**config.mk**
```make
export PLATFORM = sky130hd
export DESIGN_NAME = serial_adder_subtractor
export DESIGN_NICKNAME = d
export VERILOG_FILES = /design/src/rtl/serial_addsub_pkg.sv /design/src/rtl/serial_adder_subtractor_digit_adder.sv /design/src/rtl/serial_adder_subtractor.sv
export SDC_FILE = /design/constraint.sdc
export NUM_CORES = 1
export LEC_CHECK = 0
export CAP_MARGIN = 20
export CORE_MARGIN = 5
export CORE_UTILIZATION = 30
export CTS_CLUSTER_SIZE = 40
export DETAILED_ROUTE_END_ITERATION = 6
export SLEW_MARGIN = 20
export SYNTH_ARGS = -nofsm -noshare
export SYNTH_HDL_FRONTEND = slang
export SYNTH_SLANG_ARGS = --single-unit
export TNS_END_PERCENT = 30
```
**constraint.sdc**
```tcl
create_clock -name clk -period 2.84 [get_ports clk]
set_input_delay 0.568 -clock clk [delete_from_list [all_inputs] [get_ports clk]]
set_output_delay 0.568 -clock clk [all_outputs]
set_load 0.01 [all_outputs]
```
**src/rtl/serial_addsub_pkg.sv**
```systemverilog
// Shared definitions for the digit-serial adder/subtractor: FSM state
// encoding, operation codes and the digit-counter width helper.
package serial_addsub_pkg;

  typedef enum logic [1:0] {
    IDLE = 2'd0,
    BUSY = 2'd1,
    DONE = 2'd2
  } state_t;

  localparam logic OP_ADD = 1'b0;
  localparam logic OP_SUB = 1'b1;

  // Width of the digit index; a single-digit configuration still needs one bit.
  function automatic int cnt_width(input int num_digits);
    if (num_digits <= 1) begin
      return 1;
    end else begin
      return $clog2(num_digits);
    end
  endfunction

endpackage

```
**src/rtl/serial_adder_subtractor_digit_adder.sv**
```systemverilog
// DIGIT-wide ripple adder built from full_adder cells. Besides the sum and
// the carry out it exposes the carry into the top bit so the caller can
// detect signed overflow on the most significant digit.

module full_adder (
  input  logic a,
  input  logic b,
  input  logic cin,
  output logic s,
  output logic cout
);

  assign s    = a ^ b ^ cin;
  assign cout = (a & b) | (cin & (a ^ b));

endmodule

module digit_adder #(
  parameter int DIGIT = 4
) (
  input  logic [DIGIT-1:0] a,
  input  logic [DIGIT-1:0] b,
  input  logic             cin,
  output logic [DIGIT-1:0] sum,
  output logic             cout,
  output logic             c_msb
);

  logic [DIGIT:0] c_s;

  assign c_s[0] = cin;

  for (genvar i = 0; i < DIGIT; i++) begin : g_fa
    full_adder u_fa (
      .a    (a[i]),
      .b    (b[i]),
      .cin  (c_s[i]),
      .s    (sum[i]),
      .cout (c_s[i+1])
    );
  end

  assign cout  = c_s[DIGIT];
  assign c_msb = c_s[DIGIT-1];

endmodule

```
**src/rtl/serial_adder_subtractor.sv**
```systemverilog
// Digit-serial two's-complement adder/subtractor with valid/ready handshakes.
// Processes DIGIT bits per cycle; the result and flags are valid
// NUM_DIGITS cycles after the operands are accepted.
// Optional feature macro: SERIAL_ADDSUB_SATURATE_EN (saturate on signed
// overflow; carry_out/overflow still describe the unsaturated sum).
module serial_adder_subtractor
  import serial_addsub_pkg::*;
#(
  parameter int WIDTH = 16,
  parameter int DIGIT = 4
) (
  input  logic             clk,
  input  logic             rst_n,
  input  logic             in_valid,
  output logic             in_ready,
  input  logic [WIDTH-1:0] input_x,
  input  logic [WIDTH-1:0] input_y,
  input  logic             operation,
  output logic             out_valid,
  input  logic             out_ready,
  output logic [WIDTH-1:0] final_result,
  output logic             carry_out,
  output logic             overflow,
  output logic             zero
);

  localparam int NUM_DIGITS = WIDTH / DIGIT;
  localparam int CNT_W      = cnt_width(NUM_DIGITS);
  localparam logic [CNT_W-1:0] LAST_IDX = CNT_W'(NUM_DIGITS - 1);
`ifdef SERIAL_ADDSUB_SATURATE_EN
  localparam logic [WIDTH-1:0] SAT_POS = {1'b0, {(WIDTH-1){1'b1}}};
  localparam logic [WIDTH-1:0] SAT_NEG = {1'b1, {(WIDTH-1){1'b0}}};
`endif

  state_t           state_r, state_s;
  logic [WIDTH-1:0] x_r, y_r, result_r;
  logic [CNT_W-1:0] idx_r;
  logic             carry_r, carry_out_r, overflow_r, zero_r;

  logic             load_s, step_s, last_s, in_ready_s;
  logic [DIGIT-1:0] x_dig_s, y_dig_s, sum_s;
  logic             cout_s, c_msb_s, overflow_s;
  logic [WIDTH-1:0] result_next_s, result_fin_s;

  // State register; reset abandons any operation in flight.
  always_ff @(posedge clk or negedge rst_n) begin
    if (!rst_n) begin
      state_r <= IDLE;
    end else begin
      state_r <= state_s;
    end
  end

  // Next-state logic, handshake and datapath enables.
  always_comb begin
    state_s    = state_r;
    load_s     = 1'b0;
    step_s     = 1'b0;
    in_ready_s = 1'b0;
    case (state_r)
      IDLE: begin
        in_ready_s = 1'b1;
        if (in_valid) begin
          load_s  = 1'b1;
          state_s = BUSY;
        end else begin
          state_s = IDLE;
        end
      end
      BUSY: begin
        step_s = 1'b1;
        if (last_s) begin
          state_s = DONE;
        end else begin
          state_s = BUSY;
        end
      end
      DONE: begin
        // Accepting a new operation in the same cycle as the result leaves
        // keeps back-to-back operations free of bubbles.
        in_ready_s = out_ready;
        if (out_ready && in_valid) begin
          load_s  = 1'b1;
          state_s = BUSY;
        end else if (out_ready) begin
          state_s = IDLE;
        end else begin
          state_s = DONE;
        end
      end
      default: begin
        state_s = IDLE;
      end
    endcase
  end

  assign last_s = (idx_r == LAST_IDX);

  // Select the current digit of both latched operands.
  always_comb begin
    x_dig_s = {DIGIT{1'b0}};
    y_dig_s = {DIGIT{1'b0}};
    for (int i = 0; i < NUM_DIGITS; i++) begin
      x_dig_s = x_dig_s | ((idx_r == CNT_W'(i)) ? x_r[i*DIGIT +: DIGIT] : {DIGIT{1'b0}});
      y_dig_s = y_dig_s | ((idx_r == CNT_W'(i)) ? y_r[i*DIGIT +: DIGIT] : {DIGIT{1'b0}});
    end
  end

  digit_adder #(.DIGIT(DIGIT)) u_digit_adder (
    .a     (x_dig_s),
    .b     (y_dig_s),
    .cin   (carry_r),
    .sum   (sum_s),
    .cout  (cout_s),
    .c_msb (c_msb_s)
  );

  // Only meaningful on the most significant digit.
  assign overflow_s = c_msb_s ^ cout_s;

  // Merge the new digit into the partially built result.
  always_comb begin
    result_next_s = result_r;
    for (int i = 0; i < NUM_DIGITS; i++) begin
      result_next_s[i*DIGIT +: DIGIT] =
        (idx_r == CNT_W'(i)) ? sum_s : result_r[i*DIGIT +: DIGIT];
    end
  end

  // Final result value, clamped to the signed limit when saturation is built in.
  always_comb begin
    result_fin_s = result_next_s;
`ifdef SERIAL_ADDSUB_SATURATE_EN
    // On overflow both effective operands share an MSB, so X's MSB gives the direction.
    if (overflow_s) begin
      result_fin_s = x_r[WIDTH-1] ? SAT_NEG : SAT_POS;
    end else begin
      result_fin_s = result_next_s;
    end
`endif
  end

  // Operand capture, digit iteration and result/flag registers.
  always_ff @(posedge clk or negedge rst_n) begin
    if (!rst_n) begin
      x_r         <= {WIDTH{1'b0}};
      y_r         <= {WIDTH{1'b0}};
      result_r    <= {WIDTH{1'b0}};
      idx_r       <= {CNT_W{1'b0}};
      carry_r     <= 1'b0;
      carry_out_r <= 1'b0;
      overflow_r  <= 1'b0;
      zero_r      <= 1'b0;
    end else if (load_s) begin
      // Subtraction is X + ~Y + 1: invert Y here and seed the carry with the op.
      x_r     <= input_x;
      y_r     <= input_y ^ {WIDTH{operation}};
      carry_r <= operation;
      idx_r   <= {CNT_W{1'b0}};
    end else if (step_s) begin
      carry_r <= cout_s;
      idx_r   <= idx_r + CNT_W'(1);
      if (last_s) begin
        result_r    <= result_fin_s;
        carry_out_r <= cout_s;
        overflow_r  <= overflow_s;
        zero_r      <= ~|result_fin_s;
      end else begin
        result_r    <= result_next_s;
      end
    end
  end

  assign in_ready     = in_ready_s;
  assign out_valid    = (state_r == DONE);
  assign final_result = result_r;
  assign carry_out    = carry_out_r;
  assign overflow     = overflow_r;
  assign zero         = zero_r;

endmodule

```
-- Word-level counts from Yosys, hierarchy flattened
Cells that the tools add are included.
- multiplexer cells: 26
- reduce and logical (&&, ||, !) cells: 8
- bitwise operators: 29
- equal/unequal tests: 5
- add/sub/neg operators: 1
- operators with widths (operator ; count):
    2-to-1 mux 4 bit ; 12
    OR 4 bit ; 6
    OR reduction 16 bit ; 1
    XOR 16 bit ; 1
    2-to-1 mux 2 bit ; 5
    XOR 1 bit ; 9
    AND 1 bit ; 8
    == test 2 bit, second input constant ; 3
    2-to-1 mux 1 bit ; 6
    one-hot mux 2 bit (3 select lines) ; 1
    == test 2 x 1 -> 1 bit, second input constant ; 2
    zero test 2 bit ; 2
    OR 1 bit ; 4
    one-hot mux 1 bit (2 select lines) ; 2
    AND reduction 3 bit ; 1
    adder 2 x 1 -> 2 bit, second input constant ; 1
    AND reduction 2 bit ; 1
    nonzero test 2 bit ; 1
    logical AND 1 bit ; 1
    zero test 1 bit ; 1
    inverter 1 bit ; 1
- output and inout bits: 21
- word-level logic and storage cells: 78
- flip-flop bits (word level): 56
- input bits: 37

-- Longest topological paths before layout
Gate-level depths: netlist of the first run.
- depth in word-level cells: 16
- gate-level depth with buffers: 15

-- Hierarchy
From an unflattened synthesis of the first run, not the netlist that was laid out.
- cell total of the unflattened synthesis: 230
- area, all modules: 2712.6 um^2
- modules (own cells, without submodules) (module ; cells each ; instances ; sequential area each (um^2) ; area each (um^2)):
    serial_adder_subtractor ; 226 ; 1 ; 1401.3 ; 2632.5
    full_adder ; 1 ; 4 ; 0.0 ; 20.0

-- Worst setup path after synthesis of the first run
Ideal clock, no wire load.
- path type: flip-flop to flip-flop
- start: register idx_r[0]
- end: register zero_r, in the netlist zero
- setup slack: -235 ps
- period minus slack after synthesis: 3075 ps
- setup time: 103 ps
- required time: 2737 ps
- arrival: 2972 ps
- cell stages (with the launch flop): 15
- buffers on the path: 1
- cells stage by stage: dfrtp_1 inv_1 ha_1 clkbuf_1 a22oi_1 nand2_1 fa_1 inv_1 fa_1 inv_1 fa_1 inv_1 fa_1 o2111ai_1 o41ai_2
- cells in the longest elaborated chain, start to end: 16
- elaborated cells on any way between the ends: 42
- classes of those cells: eq/ne (3); mux (12); bitwise (23); reduce/logical (4)
- RTL lines (what ; line ; source):
    start: declaration ; serial_adder_subtractor.sv:37 ; logic [CNT_W-1:0] idx_r;
    start signal: assignment ; serial_adder_subtractor.sv:149 ; idx_r <= {CNT_W{1'b0}};
    start signal: assignment ; serial_adder_subtractor.sv:159 ; idx_r <= {CNT_W{1'b0}};
    start signal: assignment ; serial_adder_subtractor.sv:162 ; idx_r <= idx_r + CNT_W'(1);
    == test 2 x 1 -> 1 bit or zero test 2 bit (tied branches) ; serial_adder_subtractor.sv:104, serial_adder_subtractor.sv:105, serial_adder_subtractor.sv:126 ;
    2-to-1 mux 4 bit, on equally long branches ; serial_adder_subtractor.sv:104, serial_adder_subtractor.sv:105 ;
    OR 4 bit, on equally long branches (3 in series) ; serial_adder_subtractor.sv:104, serial_adder_subtractor.sv:105 ;
    XOR 1 bit ; serial_adder_subtractor_digit_adder.sv:13, serial_adder_subtractor_digit_adder.sv:14 ;
    AND 1 bit ; serial_adder_subtractor_digit_adder.sv:14 ; assign cout = (a & b) | (cin & (a ^ b));
    OR 1 bit ; serial_adder_subtractor_digit_adder.sv:14 ;
    AND 1 bit ; serial_adder_subtractor_digit_adder.sv:14 ;
    OR 1 bit ; serial_adder_subtractor_digit_adder.sv:14 ;
    AND 1 bit ; serial_adder_subtractor_digit_adder.sv:14 ;
    OR 1 bit ; serial_adder_subtractor_digit_adder.sv:14 ;
    XOR 1 bit ; serial_adder_subtractor_digit_adder.sv:13 ; assign s = a ^ b ^ cin;
    2-to-1 mux 4 bit ; serial_adder_subtractor.sv:126 ; (idx_r == CNT_W'(i)) ? sum_s : result_r[i*DIGIT +: DIGIT];
    OR reduction 16 bit ; serial_adder_subtractor.sv:167 ; zero_r <= ~|result_fin_s;
    zero test 1 bit ; serial_adder_subtractor.sv:167 ;
    end signal: assignment ; serial_adder_subtractor.sv:167 ;
    end: declaration ; serial_adder_subtractor.sv:38 ; logic carry_r, carry_out_r, overflow_r, zero_r;
Parallel ways exist; a longest one is shown, timed or not.
A chain may end at the register's enable or synchronous reset.

-- Worst setup path after layout of the first run
- start: register idx_r[1]
- end: register zero_r, in the netlist zero
Same word-level chain as after synthesis.

==> summary.md, run 1 <==
| Metric | Value |
|---|---|
| Outcome | finished, violations left |
| Violations in the final reports | setup timing |
| Vias in the first global route | 2,129 |
| Setup TNS | -0.141 ns |
| Combinational Power Share | 0.588 |
| Via density | 4.72 |
| Chip width | 104 µm |
| Worst flop-to-flop path startpoint | idx_r[1] |
| Detailed placement HPWL | 4600 µm |
| Inserted Diodes | 0 |
| Int Power | 3.07 mW |
| Sequential Power Share | 0.290 |
| Critical-path top delay cell | dfrtp_1 |
| Clock power frac | 0.122 |
| Insertion delay to the later sink of the worst-skew pair | 0.31 ns |
| Final period util | 1.05 |
| Psw | 2.06 mW |
| #FFs+latches synth | 56 |
| Antenna Violating Nets Remaining | 0 |
| Pwr Density | 1380 mW/mm² |
| Pre-CTS WS | -0.116 ns |
| Async SR Flop Fraction | 1.00 |
| Largest stage delay, worst path | 0.45 ns |
| Hold Buf Count CTS | 0 |
| CP top delay family | adder cells |
| Detailed-route DRC error count | 0 |
| Max cap viols | 0 |
| Die height | 104 µm |
| CTS Root Cell | clkbuf_8 |
| Final setup violation count | 1 |
| Synth top area cells | dfrtp_1 (53%), mux2_1 (8.6%), xnor2_1 (5.7%), a21oi_1 (4.2%), nand2_1 (3.6%) |
| Setup Skew | 0.0137 ns |
| VDD IR max | 0.550 mV |
| CP required | 3.05 ns |
| Top cell type by total area after synthesis | dfrtp_1 |
| Synth cell types | 29 |
| Yosys warns | 0 |
| CTS max path bufs | 2 |
| Worst path bufs/invs | 4 |
| Most used cell, CP | inv_2 |
| Synth-to-layout area growth | 41.6% |
| Fmax | 335 MHz |
| Switch share | 0.401 |
| Nature of the critical path endpoint | register |
| CTS sink count | 56 |
| Flop2flop setup slack | -0.14 ns |
| 1st-iter DRT viols | 66 |
| Share of cells above drive strength 1 | 0.191 |
| H-tree Lvls | 2 |
| Worst-Margin Slew | 0.707 ns |
| Clock transition at the registers of the reported paths | 0.11 ns |
| Crit. Startpoint | idx_r[1] |
| Crit Path Class | reg -> reg |
| Cts bufs inserted | 5 |
| Worst setup margin | -0.141 ns |
| Initial core utilization | 0.305 |
| PortBufs | 57 |
| Total track usage | 0.117 |
| Initial antenna violation count | 0 |
| First-pass GRT wire length | 10,600 µm |
| Row Count | 34 |
| Critical Path AT | 3.19 ns |
| Synthesized net count | 287 |
| Number of enable flip-flop cells after synthesis | 0 |
| Avg Cell Area, Syn | 10.9 µm² |
| Routed wire length per instance | 14.6 µm |
| Minimum clock period | 2.98 ns |
| Worst Hold Class | in -> async |
| Synth top area share | 0.532 |
| IO Count | 58 |
| Syn Inst Count | 242 |
| Placer Congestion | 0.772 |
| Post-synthesis cell area | 0.00263 mm² |
| GR Overflow Total | 0 |
| Router iterations before antenna repair | 4 |
| Worst relative slew slack | 0.529 |
| Leak | 1.54 nW |
| Via count | 2,014 |
| Post-synth top flop | dfrtp_1 |
| Placeable Area | 0.00864 mm² |
| Share of the yosys chip area belonging to registers | 0.532 |
| Nets@finish | 363 |
| Routed wire length | 6220 µm |
| Max Fanout on Critical Path | 5 |
| Final Hold Fails | 0 |
| Die ar. | 0.0107 mm² |
| Worst path cell trace | inv_2, ha_4, a22oi_2, nand2_2, fa_2, inv_2, fa_2, inv_2, fa_2, inv_2, a31oi_1, or3_1, o41ai_2 |
| Worst setup SP type | register |
| Largest net degree at the start of global routing | 57 |
| RSZ-0062 raised after global routing | true |
| CTS tree | yes |
| Fin. max-slew vios | 0 |
## flip-flops by register name, summed over array words and instances (netlist names)
register	count
y_r	16
final_result	16
zero	1
state_r	2
overflow	1
x_r	16
idx_r	2
carry_out	1
carry_r	1
## cell type report
type | count | area, µm²
Inverter | 11 | 43.8
Clock inverter | 3 | 68.8
Clock buffer | 5 | 68.8
Tap cell | 108 | 135
Multi-Input combinational cell | 162 | 1240
Fill cell | 825 | 4910
Sequential cell | 56 | 1400
Timing Repair Buffer | 82 | 773
## synthesized netlist by cell type, drive strengths merged (2+ instances only)
master / number
fa: 4
xnor2: 17
o21ai: 16
nor2b: 3
nor2: 21
nor4: 2
clkbuf: 6
nor3: 2
a221oi: 4
a22oi: 8
a22o: 5
inv: 11
mux2: 20
dfrtp: 56
ha: 4
buf: 7
nand2: 25
a21oi: 22
## worst paths after layout
kind                            cells after the start        to
min in group clk                                    1   x_r[10]
worst min register to register                      1   x_r[10]
worst max register to register                     13      zero
worst min-delay path                                2    x_r[7]
max in group asynchronous                           2  idx_r[0]
worst max-delay path                               13      zero
## placed cells by master, fill, tap and decap left out, types with 2 or more instances in the layout
| cell | count |
|---|---|
| a21oi_1 | 22 |
| a221oi_1 | 3 |
| a22o_1 | 5 |
| a22oi_1 | 4 |
| a22oi_2 | 4 |
| buf_4 | 22 |
| buf_6 | 2 |
| bufinv_16 | 2 |
| clkbuf_8 | 5 |
| clkdlybuf4s50_1 | 56 |
| dfrtp_1 | 55 |
| fa_2 | 3 |
| ha_4 | 4 |
| inv_1 | 3 |
| inv_2 | 7 |
| mux2_1 | 20 |
| nand2_1 | 23 |
| nand2_2 | 2 |
| nor2_1 | 21 |
| nor2b_1 | 3 |
| nor3_1 | 2 |
| nor4_1 | 2 |
| o21ai_1 | 13 |
| o21ai_2 | 2 |
| xnor2_1 | 17 |
## timing repair
item,4_1_cts,5_1_grt
setup buffers,1,4
endpoints found under the setup margin,5,12
resized for setup,2,25
gates cloned,0,0
pin swaps,0,12
## worst reg2reg max path, cell delays in order (launching register included)
cell and delay (ns):
dfrtp_1 0.45, inv_2 0.10, ha_4 0.19, a22oi_2 0.17, nand2_2 0.08, fa_2 0.36
inv_2 0.06, fa_2 0.19, inv_2 0.04, fa_2 0.42, inv_2 0.07, a31oi_1 0.06
or3_1 0.37, o41ai_2 0.32
## cell families after synthesis
group / synth area share
mux: 0.0894
buf+inv: 0.0375
fa+ha+maj: 0.0494
compound gates: 0.145
simple gates: 0.0865
flops: 0.532
xor+xnor: 0.0599
## through the flow
| step | total power, mW | hold slack [ns] | utilization | instance area (µm²) | instances |
|---|---|---|---|---|---|
| final | 5.13 | 0.379 | 0.432 | 3730 | 427 |
| after detailed placement | 4.16 | 0.475 | 0.400 | 3450 | 414 |
| after floorplan | 2.98 | 0.272 | - | 2650 | 242 |
| after global routing | 5.56 | 0.453 | 0.432 | 3730 | 427 |
| after CTS | 4.84 | 0.410 | 0.418 | 3610 | 423 |
| after global placement | 4.11 | 0.472 | 0.400 | 3450 | 414 |
## power by group through the flow
stage	logic, mW	registers (mW)	clock network, mW
floorplan	1.53	1.45	0
global placement	2.64	1.47	0
detailed placement	2.68	1.48	0
CTS	2.74	1.46	0.635
global route	3.36	1.54	0.662
finish	3.02	1.49	0.625
## layer usage
| metal | up-vias | track usage | part of all wire |
|---|---|---|---|
| li1 | 990 | - | - |
| met1 | 974 | 0.162 | 0.47 |
| met2 | 45 | 0.185 | 0.47 |
| met3 | 5 | 0.0342 | 0.047 |
| met4 | 0 | 0.0194 | 0.0074 |
| met5 | - | 0 | 0 |
Power figures use the tool's default switching activity.
==> inputs of run 2 (changes only) <==
--- a/config.mk
+++ b/config.mk
@@ -6,10 +6,13 @@
 export NUM_CORES = 1
 export LEC_CHECK = 0
 export CAP_MARGIN = 20
+export CORE_ASPECT_RATIO = 1.4
 export CORE_MARGIN = 5
 export CORE_UTILIZATION = 30
 export CTS_CLUSTER_SIZE = 40
 export DETAILED_ROUTE_END_ITERATION = 6
+export PLACE_DENSITY_LB_ADDON = 0.25
+export SKIP_LAST_GASP = 1
 export SLEW_MARGIN = 20
 export SYNTH_ARGS = -nofsm -noshare
 export SYNTH_HDL_FRONTEND = slang
==> run 2 against run 1 <==
Effect of this change:
- the run still ends with setup timing left
- maximum frequency down 0.50%
- die area up 0.25%
- clock skew down 0.0070 ns
- global-route usage up 0.63 points
- clock-buffer cell count up 1
- utilization up 0.55 points
- critical path depth unchanged
- sequential power about the same
- critical path type unchanged
- critical endpoint unchanged
==> summary.md, run 2 (synthesis results as in run 1) <==
| Metric | Value |
|---|---|
| Outcome | finished, violations left |
| Max Fanout on Critical Path | 5 |
| Routed wire length per instance | 14.6 µm |
| Commonest non-fill, non-tap cell in the layout | clkdlybuf4s50_1 |
| CP required | 3.03 ns |
| CTS max path bufs | 2 |
| Final period util | 1.06 |
| PortBufs | 57 |
| Worst relative slew slack | 0.557 |
| Total Power | 5.07 mW |
| GR Overflow Total | 0 |
| Crit. Startpoint | idx_r[1] |
| Worst-Margin Slew | 0.665 ns |
| RSZ-0062 raised after global routing | true |
| Fin. max-slew vios | 0 |
| Vias in the first global route | 2,078 |
| Via density | 4.68 |
| Final Util | 0.437 |
| Fillers | 837 |
| Row Count | 40 |
| VDD IR max | 0.811 mV |
| Routed wire length | 6220 µm |
| Cts bufs inserted | 5 |
| CTS sink count | 56 |
| Total track usage | 0.123 |
| Fmax | 334 MHz |
| Reg2reg end | zero |
| Flop2flop setup slack | -0.16 ns |
| Placed insts | 414 |
| Non-Filler Instances | 426 |
| Fin Hold WS | 0.310 ns |
| Die height | 121 µm |
| Worst setup margin | -0.157 ns |
| 1st-iter DRT viols | 46 |
| IO Count | 58 |
| Setup crit end | zero |
| Synth-to-layout area growth | 42.2% |
| Largest net degree at the start of global routing | 30 |
| Nets@finish | 366 |
| Die ar. | 0.0108 mm² |
| Placeable Area | 0.00856 mm² |
| Pre-CTS WS | -0.137 ns |
| Max cap viols | 0 |
| CTS Root Cell | clkbuf_16 |
| Share of cells above drive strength 1 | 0.184 |
| R2r worst-path depth | 13 |
| Final Hold Fails | 0 |
| Worst setup SP type | register |
| Nature of the critical path endpoint | register |
| CTS tree | yes |
| Crit Path Class | reg -> reg |
| Via count | 1,992 |
| H-tree Lvls | 2 |
| Inserted Diodes | 0 |
| Router iterations before antenna repair | 6 |
| Pwr Density | 1350 mW/mm² |
| Commonest cells after routing, fill and taps aside | clkdlybuf4s50_1 (56), dfrtp_1 (54), nand2_1 (25) |
| Leak | 1.55 nW |
| Violations in the final reports | setup timing |
| Detailed placement HPWL | 4830 µm |
| Worst Hold Class | in -> async |
| Chip width | 89.2 µm |
| Insertion delay to the later sink of the worst-skew pair | 0.29 ns |
| Initial core utilization | 0.308 |
| Final setup violation count | 3 |
| Initial antenna violation count | 0 |
| First-pass GRT wire length | 10,300 µm |
| Placer Congestion | 0.749 |
| Worst flop-to-flop path startpoint | idx_r[1] |
| Detailed-route DRC error count | 0 |
| Critical Path AT | 3.18 ns |
| Hold Buf Count CTS | 0 |
| Clock transition at the registers of the reported paths | 0.07 ns |
| Antenna Violating Nets Remaining | 0 |
| Minimum clock period | 3.00 ns |
| Setup Skew | 0.00671 ns |
## run 2: area by class of cell
cell class / instances / area, µm² / share of cell area
well taps: 105 / 131 / 0.0351
clock inverters: 1 / 5.00 / 0.00134
multi-input cells: 162 / 1220 / 0.326
repair buffers: 85 / 808 / 0.216
flip-flops and latches: 56 / 1400 / 0.375
clock buffers: 6 / 129 / 0.0344
inverters: 11 / 43.8 / 0.0117
## run 2: worst min-delay path by stage
stage	startpoint	endpoint	slack, ns	cells past startpoint
after floorplan	rst_n	carry_out	0.27	0
after global placement	x_r[11]	x_r[11]	0.47	1
after detailed placement	x_r[4]	x_r[4]	0.48	1
after CTS	rst_n	carry_r	0.33	1
after global routing	rst_n	y_r[8]	0.36	1
final	rst_n	y_r[8]	0.31	1
## run 2: routing by layer
metal	routed length (µm)	vias up	global-route usage
li1	-	992	-
met1	2650	951	0.150
met2	3180	40	0.215
met3	251	9	0.0170
met4	134	0	0.0484
met5	0	-	0
## run 2: power by group
| group | internal (mW) | switching (mW) |
|---|---|---|
| Combinational | 1.55 | 1.44 |
| Sequential | 1.20 | 0.297 |
| Clock | 0.321 | 0.261 |
## run 2: critical path, cell delays in order, from the launching register on
cell	delay, ns
dfrtp_2	0.44
buf_6	0.13
ha_4	0.17
a22oi_2	0.13
nand2_1	0.10
fa_2	0.36
inv_2	0.06
fa_2	0.19
inv_2	0.04
fa_2	0.45
inv_2	0.07
a31oi_1	0.06
or3_1	0.37
o41ai_2	0.32
## run 2: repair_timing
action	in CTS	in global routing
resized for setup	7	17
endpoints found under the setup margin	5	8
setup buffers	2	3
pin swaps	0	11
## run 2: through the flow
step / setup TNS [ns] / cell area (µm²)
global route: -0.905 / 3740
global placement: -0.0399 / 3480
finish: -0.160 / 3740
floorplan: -0.121 / 2650
CTS: -0.323 / 3670
detailed placement: -0.458 / 3480
==> edit 1, RTL diff (settings of run 2) <==
Register the output `overflow` once more, with the module's reset; this adds one clock of latency there. The other outputs are not delayed to match.
--- a/src/rtl/serial_adder_subtractor.sv
+++ b/src/rtl/serial_adder_subtractor.sv
@@ -175,7 +175,13 @@
   assign out_valid    = (state_r == DONE);
   assign final_result = result_r;
   assign carry_out    = carry_out_r;
-  assign overflow     = overflow_r;
+  always_ff @(posedge clk or negedge rst_n) begin
+    if (!rst_n) begin
+      overflow <= '0;
+    end else begin
+      overflow <= overflow_r;
+    end
+  end
   assign zero         = zero_r;
 
 endmodule
Check against the original RTL: not equivalent (a bounded check fails within 10 cycles, from zero or initial values and one cycle with rst_n low).
==> edit 1 against run 2 <==
The flow still finishes with violations (setup timing). Wire length fell by 0.72%. Cell area is 2.6% higher. Power rose by 6.1%. Synthesized area rose by 2.5%. Worst setup slack lost 28 ps. Sequential cell count grew 1. Synthesized cell count is 1.7% lower. Critical endpoint unchanged. Largest cell class unchanged. Largest power group unchanged.
==> edit 1: results <==
critical_path:
  cp_max_fo: 4
  critPathArrivalTime_ps: 3230
  worstRegToRegCells: 15
detailed_routing:
  wire_per_inst_um: 14.62
  route.vias.total: 1965
  wl_met1_um: 2487
  dr.pass1.iters: 4
  wl_met2_um: 3200
  drt_iter0_drc: 64
  wl_met3_um: 303
grt:
  grt_max_degree: 54
  grt_pass1_vias: 2121
  met1_usage_pct: 13.22
  grt.total_usage_pct: 12.11
  grt_pass1_wl_um: 10360
  use_met3_pct: 3.372
finish:
  final_cells: 422
  seq_cell_count: 57
  seq_area_share_pct: 37.22
  multiInputGateArea_um2: 1229
  seq_area_um2: 1429
  num-multi-input-gates: 157
  clk_share_pct: 7.660
  fillers: 888
  buf_share_pct: 18.48
  clkbuf_count: 14
  drive_above_1_share_pct: 24.13
timing:
  setup-violations-final: 1
  finClkSkew_ps: 2.613
  tns_ps: -184.5
  setup_slack_ps: -184.5
  slew_headroom_pct: 44.80
  hold_slack_ps: 347.6
power:
  p_leak_nw: 1.594
  vdd_drop_max_mv: 0.8096
  p_clk_mw: 1.02
  comb_power_mw: 2.83
  p_clk_share_pct: 18.9
floorplanning:
  dieArea_um2: 11020
placed_design:
  dp_slack_ps: -230.4
  dp_cells: 406
  place_area_um2: 3537
  gp_congestion: 0.8067
  hpwl_um: 4726
clocking:
  clk_pin_slew_ps: 50
  worstSkewPairLatency_ps: 320
  cts_buffers: 9
  clockBufferDepth: 2
logic_synthesis:
  netlist_top_cells_area: "dfrtp_1 53%, mux2_2 9.6%, xnor2_1 5.5%"
  post_synth.cell_area_avg_um2: 11.34
  synthTopCellsByCount: "57 x dfrtp_1, 23 x mux2_2, 23 x nor2_1"
  yosysSeqAreaShare_pct: 52.85
  ys_types: 31
  synth_nets: 283
status:
  violations: "setup timing"
  status: "finished, violations left"
## edit 1: worst max-delay path, cell delays in order (launching register included)
cell and delay, ps:
dfrtp_2 430, inv_4 70, ha_4 180, a22oi_2 150, nand2_1 90, fa_2 360, inv_2 60, fa_1 150
inv_1 50, fa_2 340, inv_2 70, fa_1 400, and2_1 170, o21ai_1 120, a211oi_1 80, a22o_1 190
## edit 1: cell families (layout without fill, tap and decap cells)
kind of cell / Yosys count / count (layout) / synth area share [%]
xor+xnor: 18 / 18 / 5.841
simple gates: 50 / 50 / 8.206
flops: 57 / 57 / 52.85
buf+inv: 24 / 101 / 4.358
compound gates: 56 / 56 / 13.40
mux: 25 / 25 / 10.52
fa+ha+maj: 8 / 8 / 4.822
## edit 1: what timing repair did
item,in CTS,in global routing
endpoints found under the setup margin,3,7
setup buffers,0,0
hold buffers,0,0
hold endpoints to repair,0,0
pin swaps,2,0
resized for setup,0,3
==> edit 2, RTL diff (settings of run 2) <==
Without the edit above. Add a define of `SERIAL_ADDSUB_SATURATE_EN`.
--- a/src/rtl/serial_adder_subtractor.sv
+++ b/src/rtl/serial_adder_subtractor.sv
@@ -3,6 +3,8 @@
 // NUM_DIGITS cycles after the operands are accepted.
 // Optional feature macro: SERIAL_ADDSUB_SATURATE_EN (saturate on signed
 // overflow; carry_out/overflow still describe the unsaturated sum).
+`define SERIAL_ADDSUB_SATURATE_EN
+
 module serial_adder_subtractor
   import serial_addsub_pkg::*;
 #(
Formal check against the unedited RTL: not equivalent (a bounded check fails within 10 cycles, from zero or initial values and one cycle with rst_n low).
==> edit 2 against run 2 <==
Synthesized area rose by 4.9%. Non-clock buffer count fell by 1. Cell area rose by 5.3%. Sequential cell count did not move. Maximum frequency fell by 7.7%. Worst setup slack got worse by 250 ps. Via count rose by 11%. Wire length rose by 12%. The flow still finishes with violations (setup timing).
Power is left out: the tool's default activity adds up to more than one toggle a clock period on the data nets, which glitch-free logic cannot reach.
==> edit 2: results <==
grt:
  grt_antenna_before_repair: 0
  grt.total_usage_pct: 12.79
  grt_pass1_wl_um: 11600
  grt_pass1_vias: 2417
  grt_max_degree: 54
critical_path:
  cp_max_fo: 6
  slowest_delay_ps: 390
  critPathArrivalTime_ps: 3390
  worstRegToRegCells: 14
  cp_slowest_cell: "dfrtp_1"
  timing.rr.end: "final_result[1]$_DFFE_PN0P_"
detailed_routing:
  dr.pass1.iters: 4
  drt_iter0_drc: 86
  wl_met2_um: 3751
  routed_via_density: 5.039
  wl_um: 6932
  wl_met1_um: 2821
  route.vias.total: 2212
  wl_met3_um: 256
timing:
  setup-violations-final: 19
  tns_ps: -6011
  setup_slack_ps: -405.3
  finClkSkew_ps: 6.975
  slew_headroom_pct: 57.92
  hold_slack_ps: 112.9
logic_synthesis:
  yosysSeqAreaShare_pct: 50.75
  post_synth.cell_area_avg_um2: 10.74
  ys_types: 32
  synth_nets: 302
  netlist_top_cells_area: "dfrtp_1 51%, xnor2_1 5.4%, mux2_2 5.3%"
  synthTopCellsByCount: "56 x dfrtp_1, 25 x nor2_1, 23 x a21oi_1"
placed_design:
  gp_congestion: 0.8265
  dp_cells: 428
  hpwl_um: 5112
finish:
  drive_above_1_share_pct: 22.89
  fillers: 882
  nNetsFinal: 377
status:
  violations: "setup timing"
  status: "finished, violations left"
clocking:
  worstSkewPairLatency_ps: 290
## edit 2: layer usage
metal  vias to the layer above  global-route usage (%)
met5                         -                       0
li1                       1065                       -
met3                         8                   2.191
met2                        45                   23.78
met4                         0                   4.679
met1                      1094                   14.58
## edit 2: how the worst max path moves through the flow
stage	startpoint	endpoint	depth (start not counted)	slack, ps
2_1_floorplan	idx_r[0]$_DFFE_PN0P_	final_result[5]$_DFFE_PN0P_	15	-620
3_3_place_gp	idx_r[1]$_DFFE_PN0P_	final_result[1]$_DFFE_PN0P_	13	-910
3_5_place_dp	idx_r[1]$_DFFE_PN0P_	final_result[11]$_DFFE_PN0P_	13	-1020
4_1_cts	idx_r[0]$_DFFE_PN0P_	final_result[1]$_DFFE_PN0P_	14	-440
5_1_grt	idx_r[1]$_DFFE_PN0P_	final_result[0]$_DFFE_PN0P_	14	-510
6_report	idx_r[1]$_DFFE_PN0P_	final_result[1]$_DFFE_PN0P_	14	-410
## edit 2: cell type report
type,count,area share [%]
Tap cell,107,3.397
Clock buffer,5,3.175
Inverter,9,0.9206
Multi-Input combinational cell,176,35.40
Clock inverter,2,1.524
Timing Repair Buffer,84,20.00
Sequential cell,56,35.59
## edit 2: logic make-up (layout without fill, tap and decap cells)
logic type	after synthesis	count (layout)	share of synthesized area (%)
adders and majority gates	8	8	4.712
xor gates and xnor gates	18	18	5.981
and+or+nand+nor	50	51	7.658
DFF	56	56	50.75
muxes	16	16	6.525
AOI/OAI and AO/OA	83	83	20.25
buffers and inverters	26	100	4.123
## edit 2: what timing repair did
item	in CTS	in global routing
gates resized for setup	18	8
setup endpoints to repair	20	19
gates cloned	1	0
endpoints found under the hold margin	0	0
buffers inserted	2	1
pin swaps	17	2
## edit 2: metrics by stage
| step | setup slack, ps | cell area, um2 |
|---|---|---|
| floorplan | -615.5 | 2828 |
| global placement | -912.6 | 3622 |
| detailed placement | -1023 | 3622 |
| CTS | -443.2 | 3896 |
| global route | -506.4 | 3941 |
| finish | -405.3 | 3941 |
